--- src/rtl/diff_rx_pkg.sv ---
// Shared types and helpers for the complementary-pair capture receiver.
package diff_rx_pkg;

  localparam int ERR_CNT_W = 16;

  typedef enum logic [1:0] {
    PAIR_ZERO   = 2'd0,
    PAIR_ONE    = 2'd1,
    PAIR_INV_LO = 2'd2,
    PAIR_INV_HI = 2'd3
  } pair_e;

  // Classify one (p, n) leg pair.
  function automatic pair_e decode_pair(input logic p, input logic n);
    case ({p, n})
      2'b10:   decode_pair = PAIR_ONE;
      2'b01:   decode_pair = PAIR_ZERO;
      2'b00:   decode_pair = PAIR_INV_LO;
      default: decode_pair = PAIR_INV_HI;
    endcase
  endfunction

  // Data bit of a pair; invalid pairs follow the p leg.
  function automatic logic pair_bit(input pair_e e);
    return (e == PAIR_ONE) || (e == PAIR_INV_HI);
  endfunction

  function automatic logic pair_invalid(input pair_e e);
    return (e == PAIR_INV_LO) || (e == PAIR_INV_HI);
  endfunction

endpackage

--- src/rtl/diff_rx_fifo.sv ---
// Synchronous capture FIFO. Occupancy is the difference of free-running
// write/read counters carrying one extra MSB. When empty, rdata keeps showing
// the last word that was popped so the stream output never glitches.
module diff_rx_fifo
  import diff_rx_pkg::*;
#(
  parameter int WIDTH = 5,
  parameter int DEPTH = 16
) (
  input  logic                     clk,
  input  logic                     rst_n,
  input  logic                     push,
  input  logic [WIDTH-1:0]         wdata,
  input  logic                     pop,
  output logic [WIDTH-1:0]         rdata,
  output logic                     full,
  output logic                     empty,
  output logic [$clog2(DEPTH):0]   level
);

  localparam int AW = $clog2(DEPTH);

  logic [WIDTH-1:0] r_mem [DEPTH];
  logic [AW:0]      r_wr_cnt;
  logic [AW:0]      r_rd_cnt;
  logic [WIDTH-1:0] r_last;
  logic [AW:0]      w_level;
  logic             w_do_push;
  logic             w_do_pop;
  logic [WIDTH-1:0] w_head;

  assign w_level   = r_wr_cnt - r_rd_cnt;
  assign empty     = (w_level == '0);
  assign full      = (w_level == (AW+1)'(DEPTH));
  assign w_do_pop  = pop & ~empty;
  // A full FIFO still accepts a word when a slot frees up in the same cycle.
  assign w_do_push = push & (~full | w_do_pop);
  assign w_head    = r_mem[r_rd_cnt[AW-1:0]];
  assign rdata     = empty ? r_last : w_head;
  assign level     = w_level;

  // Storage array; contents are don't-care until written.
  always_ff @(posedge clk) begin
    if (w_do_push) begin
      r_mem[r_wr_cnt[AW-1:0]] <= wdata;
    end
  end

  // Pointer advance and last-popped word retention.
  always_ff @(posedge clk or negedge rst_n) begin
    if (!rst_n) begin
      r_wr_cnt <= '0;
      r_rd_cnt <= '0;
      r_last   <= '0;
    end else begin
      if (w_do_push) begin
        r_wr_cnt <= r_wr_cnt + (AW+1)'(1);
      end
      if (w_do_pop) begin
        r_rd_cnt <= r_rd_cnt + (AW+1)'(1);
        r_last   <= w_head;
      end
    end
  end

endmodule

--- src/rtl/diff_capture_rx.sv ---
// Receiver for complementary-pair outputs: synchronizes the legs and the
// sample strobe, decodes each pair, tracks word stability, and queues one word
// per strobe rising edge into a FIFO drained over a valid/ready stream.
module diff_capture_rx
  import diff_rx_pkg::*;
#(
  parameter int N_PAIRS       = 5,
  parameter int FIFO_DEPTH    = 16,
  parameter int STABLE_CYCLES = 2
) (
  input  logic                         clk,
  input  logic                         rst_n,
  input  logic                         enable,
  input  logic                         clear_err,
  input  logic [N_PAIRS-1:0]           in_p,
  input  logic [N_PAIRS-1:0]           in_n,
  input  logic                         strobe,
  output logic [N_PAIRS-1:0]           m_data,
  output logic                         m_valid,
  input  logic                         m_ready,
  output logic [$clog2(FIFO_DEPTH):0]  fifo_level,
  output logic [N_PAIRS-1:0]           err_pair,
  output logic                         err_unstable,
  output logic                         overflow,
  output logic [ERR_CNT_W-1:0]         err_count
);

  localparam int STAB_W = (STABLE_CYCLES < 1) ? 1 : $clog2(STABLE_CYCLES + 1);
  localparam logic [STAB_W-1:0] STAB_MAX = STAB_W'(STABLE_CYCLES);

  logic [N_PAIRS-1:0]   r_p_s1, r_p_s2, r_n_s1, r_n_s2;
  logic                 r_stb_s1, r_stb_s2, r_stb_d;
  logic [1:0]           r_fill;
  logic [N_PAIRS-1:0]   r_word_d;
  logic [STAB_W-1:0]    r_stab_cnt;
  logic [N_PAIRS-1:0]   r_err_pair;
  logic                 r_err_unstable;
  logic                 r_overflow;
  logic [ERR_CNT_W-1:0] r_err_count;

  logic [N_PAIRS-1:0]   w_word;
  logic [N_PAIRS-1:0]   w_inv;
  logic [STAB_W-1:0]    w_stab;
  logic                 w_cap;
  logic                 w_full;
  logic                 w_empty;
  logic                 w_pop;
  logic                 w_drop;

  // Two-flop synchronizers; r_stb_d is the previous synced strobe. r_fill
  // counts edges since reset so the first edge compare uses real samples only.
  always_ff @(posedge clk or negedge rst_n) begin
    if (!rst_n) begin
      r_p_s1   <= '0;
      r_p_s2   <= '0;
      r_n_s1   <= '0;
      r_n_s2   <= '0;
      r_stb_s1 <= 1'b0;
      r_stb_s2 <= 1'b0;
      r_stb_d  <= 1'b0;
      r_fill   <= '0;
    end else begin
      r_p_s1   <= in_p;
      r_p_s2   <= r_p_s1;
      r_n_s1   <= in_n;
      r_n_s2   <= r_n_s1;
      r_stb_s1 <= strobe;
      r_stb_s2 <= r_stb_s1;
      r_stb_d  <= r_stb_s2;
      if (r_fill != 2'd3) begin
        r_fill <= r_fill + 2'd1;
      end
    end
  end

  // Per-pair decode of the synced legs into data bits and an invalid mask.
  always_comb begin
    w_word = '0;
    w_inv  = '0;
    for (int i = 0; i < N_PAIRS; i++) begin
      w_word[i] = pair_bit(decode_pair(r_p_s2[i], r_n_s2[i]));
      w_inv[i]  = pair_invalid(decode_pair(r_p_s2[i], r_n_s2[i]));
    end
  end

  // Stability seen by this cycle: 0 in the cycle the word changes.
  assign w_stab = (w_word != r_word_d) ? '0 : r_stab_cnt;
  assign w_cap  = r_stb_s2 & ~r_stb_d & enable & (r_fill == 2'd3);
  assign w_pop  = m_ready & ~w_empty;
  assign w_drop = w_cap & w_full & ~w_pop;

  // Track how many cycles the decoded word has been unchanged.
  always_ff @(posedge clk or negedge rst_n) begin
    if (!rst_n) begin
      r_word_d   <= '0;
      r_stab_cnt <= '0;
    end else begin
      r_word_d   <= w_word;
      r_stab_cnt <= (w_stab == STAB_MAX) ? STAB_MAX : w_stab + STAB_W'(1);
    end
  end

  // Sticky error flags and saturating error counter; a clear beats a capture.
  always_ff @(posedge clk or negedge rst_n) begin
    if (!rst_n) begin
      r_err_pair     <= '0;
      r_err_unstable <= 1'b0;
      r_overflow     <= 1'b0;
      r_err_count    <= '0;
    end else if (clear_err) begin
      r_err_pair     <= '0;
      r_err_unstable <= 1'b0;
      r_overflow     <= 1'b0;
      r_err_count    <= '0;
    end else if (w_cap) begin
      r_err_pair <= r_err_pair | w_inv;
      if ((|w_inv) && (r_err_count != '1)) begin
        r_err_count <= r_err_count + ERR_CNT_W'(1);
      end
      if (w_stab < STAB_MAX) begin
        r_err_unstable <= 1'b1;
      end
      if (w_drop) begin
        r_overflow <= 1'b1;
      end
    end
  end

  diff_rx_fifo #(
    .WIDTH (N_PAIRS),
    .DEPTH (FIFO_DEPTH)
  ) u_fifo (
    .clk   (clk),
    .rst_n (rst_n),
    .push  (w_cap),
    .wdata (w_word),
    .pop   (m_ready),
    .rdata (m_data),
    .full  (w_full),
    .empty (w_empty),
    .level (fifo_level)
  );

  assign m_valid      = ~w_empty;
  assign err_pair     = r_err_pair;
  assign err_unstable = r_err_unstable;
  assign overflow     = r_overflow;
  assign err_count    = r_err_count;

endmodule

--- config.mk ---
export PLATFORM = sky130hd
export DESIGN_NAME = diff_capture_rx
export DESIGN_NICKNAME = d
export VERILOG_FILES = /design/src/rtl/diff_rx_pkg.sv /design/src/rtl/diff_rx_fifo.sv /design/src/rtl/diff_capture_rx.sv
export SDC_FILE = /design/constraint.sdc
export NUM_CORES = 1
export LEC_CHECK = 0
export BUFFER_PORTS_ARGS = -buffer_cell sky130_fd_sc_hd__buf_2
export CORE_MARGIN = 2
export CORE_UTILIZATION = 30
export CTS_CLUSTER_DIAMETER = 60
export DETAILED_ROUTE_END_ITERATION = 7
export SETUP_SLACK_MARGIN = 0.05
export SYNTH_ARGS = -nofsm -noshare
export SYNTH_HDL_FRONTEND = slang
export SYNTH_HIERARCHICAL = 1
export SYNTH_SLANG_ARGS = --single-unit
--- constraint.sdc ---
create_clock -name clk -period 3.4 [get_ports clk]
set_input_delay 0.34 -clock clk [delete_from_list [all_inputs] [get_ports clk]]
set_output_delay 0.34 -clock clk [all_outputs]
set_load 0.03 [all_outputs]
==> metrics.csv <==
metric,value,unit
status,"finished, final reports clean",
clock_latency,420,ps
nNetsFinal,536,
synth_xor_area_share,3.410,%
path_clk_slew,60,ps
setup_ws,175.8,ps
final_common_cell,edfxtp_1,
ys_seq_area_share,65.06,%
synthMuxAreaShare,10.56,%
period_needed,3224,ps
grtUsageTotal,12.17,%
gp_congestion,0.8313,
synth_warnings,6,
dr.pass1.iters,4,
die_y,149.9,um
cp-end-kind,output port,
seq_area,0.004155,mm^2
hold_violations,0,
wirelength,12730,um
multiInputGateArea,0.002087,mm^2
crit_slowest_cell,fa_2,
hpwl,8755,um
port_buffers,49,
setup_tns,0,ps
yosys.area.top_type_share,37.62,%
slowest_delay,440,ps
clockRootBuffer,clkbuf_16,
async_reset_ff_share,46.67,%
synth-compound-area-share,4.664,%
first_iter_violations,224,
fillers,2034,
slew_headroom,54.11,%
core_area,0.02096,mm^2
worst_pin_slew,688.4,ps
grt_overflow,0,
slew_violations,0,
finClkSkew,11.71,ps
num_vias,3568,
ys_types,52,
num_rows,53,
initial_core_util,30.47,%
die-width,149.9,um
htreeDepth,4,
wl_per_cell,16.24,um
ir_worst_vdd,366.9,uV
clkSinkCount,150,
layout_common_cells,"80 x edfxtp_1, 69 x dfrtp_1, 49 x buf_2",
numCtsBuffers,17,
drc,0,
area_delta_synth_final,19.18,%
clockBufferDepth,2,
grt_pass1_wl,20600,um
powerDensity,775.7,mW/mm^2
fmax,0.3102,GHz
synthTopCellsByArea,"edfxtp_1 38%, dfrtp_1 27%, mux4_2 7.1%, ha_1 4.3%, nor2_1 2.5%",
yosys.area.top_type,edfxtp_1,
p_total,5.903,mW
postRouteAntennaNets,0,
post-route-util,36.31,%
synthesis.nets,460,
preCtsSetupSlack,405.6,ps
synth_top_family_by_area,multiplexers,
report.final.setup_viol,0,
arrival,2880,ps
cp_data_required_time,3060,ps
synth_ff_type,edfxtp_1,
path_class,reg -> out,
grt_max_degree,31,
rsz0062_at_grt,false,
synth.avg_cell_area,15.17,um^2
via_per_inst,4.551,
synth_edf_count,80,
netlist_area,0.006385,mm^2
holdWs,22.38,ps
critPathMaxFanout,6,
yosys.area_share.simple,9.269,%
antenna_found_initial,0,
start_kind,flop,
drive_above_1_share,27.11,%
hp-class,in -> reg,
fin_crit_sh,94.83,%
leakage,3.005,nW
tritoncts,done,
synth_fa_ha_area_share,4.625,%
netlist_instances,421,
io-pin-count,50,
antenna_cells,0,
grt_pass1_vias,3748,
dieArea,0.02247,mm^2
synth-seq-cells,150,
cap_violations,0,
crit_chain,"inv_2, ha_1, inv_1, fa_2, nand3b_1, a211oi_4, o22ai_4, mux2_2, buf_2",
-- worst paths after layout --
path | startpoint | endpoint | slack (ps) | cells after the start
setup / recovery | u_fifo/r_wr_cnt[0]$_DFFE_PN0P_ | m_data[4] | 180 | 9
hold / removal | in_n[2] | r_n_s1[2]$_DFF_PN0_ | 20 | 1
setup reg to reg | u_fifo/r_wr_cnt[0]$_DFFE_PN0P_ | u_fifo/r_mem[5][2]$_DFFE_PP_ | 340 | 10
hold reg to reg | r_p_s1[0]$_DFF_PN0_ | r_p_s2[0]$_DFF_PN0_ | 350 | 0
max in group asynchronous | rst_n | u_fifo/r_wr_cnt[0]$_DFFE_PN0P_ | 2140 | 3
min in group asynchronous | rst_n | err_count[10]$_DFFE_PN0P_ | 490 | 2
-- what timing repair did --
item,4_1_cts,5_1_grt
cloned,0,0
hold buffers,3,4
hold endpoints to repair,30,4
endpoints found under the setup margin,5,6
gates resized for setup,1,3
setup buffers,1,1
pin swaps,2,2
-- cell usage after synthesis, types with 2 or more instances --
master,number
a21o_2,2
a21oi_1,10
a22oi_1,10
a311oi_1,2
a31oi_1,2
and3_1,4
buf_2,2
clkbuf_1,4
dfrtp_1,70
edfxtp_1,80
ha_1,22
inv_1,24
mux2_1,8
mux2_2,11
mux4_2,20
nand2_1,12
nand2b_1,2
nand3_1,21
nand3b_1,2
nand4_1,6
nor2_1,43
nor2b_1,5
nor3_1,7
nor3b_1,2
or2_2,2
xnor2_1,16
xor2_1,7
-- worst max-delay path, delay by kind of cell, from the launching register on --
kind / cells / cell delay, ps
mux: 1 / 310
simple gates: 1 / 240
compound gates: 2 / 540
flops: 1 / 410
fa+ha+maj: 2 / 640
buf+inv: 3 / 320
-- routing by layer --
metal / vias up / wire, um / global-route usage (%) / share of wire (%)
met1: 1756 / 5791 / 16.17 / 45
met3: 14 / 749 / 3.933 / 5.9
met4: 0 / 194 / 4.434 / 1.5
met2: 94 / 5997 / 18.68 / 47
met5: - / 0 / 0 / 0
li1: 1704 / - / - / -
-- power by group --
group,leakage (nW),total [mW],switching [mW],internal (mW)
registers,1.59,2.18,0.118,2.07
clock network,0.266,1.70,0.742,0.958
logic,1.15,2.02,1.23,0.786
-- cells by family (layout without fill, tap and decap cells) --
family,after synthesis,count (layout)
flops,150,150
simple gates,116,116
mux,40,40
compound gates,34,34
buf+inv,34,122
xor+xnor,24,24
fa+ha+maj,23,23
-- cell type report --
type                            count  share of cell area [%]
Inverter                           24                   1.184
Tap cell                          275                   4.522
Multi-Input combinational cell    237                   27.43
Clock inverter                     12                   1.217
Sequential cell                   150                   54.60
Clock buffer                       19                   5.820
Timing Repair Buffer               67                   5.229
-- registers in the layout, indices dropped and copies added (netlist names) --
name and cells:
err_unstable 1, err_count 16, r_p_s2 5, err_pair 5, r_word_d 5, u_fifo/r_wr_cnt 5
overflow 1, r_fill 2, r_p_s1 5, r_n_s2 5, r_stab_cnt 2, r_stb_s1 1
r_stb_s2 1, u_fifo/r_mem 80, r_stb_d 1, r_n_s1 5, u_fifo/r_last 5, u_fifo/r_rd_cnt 5
-- through the flow --
stage                     cell area [um^2]  instances
after floorplan                       6385        421
after global placement                6978        744
after detailed placement              6978        744
after CTS                             7559        779
after global routing                  7610        784
final                                 7610        784
(Power assumes the default switching activity.)
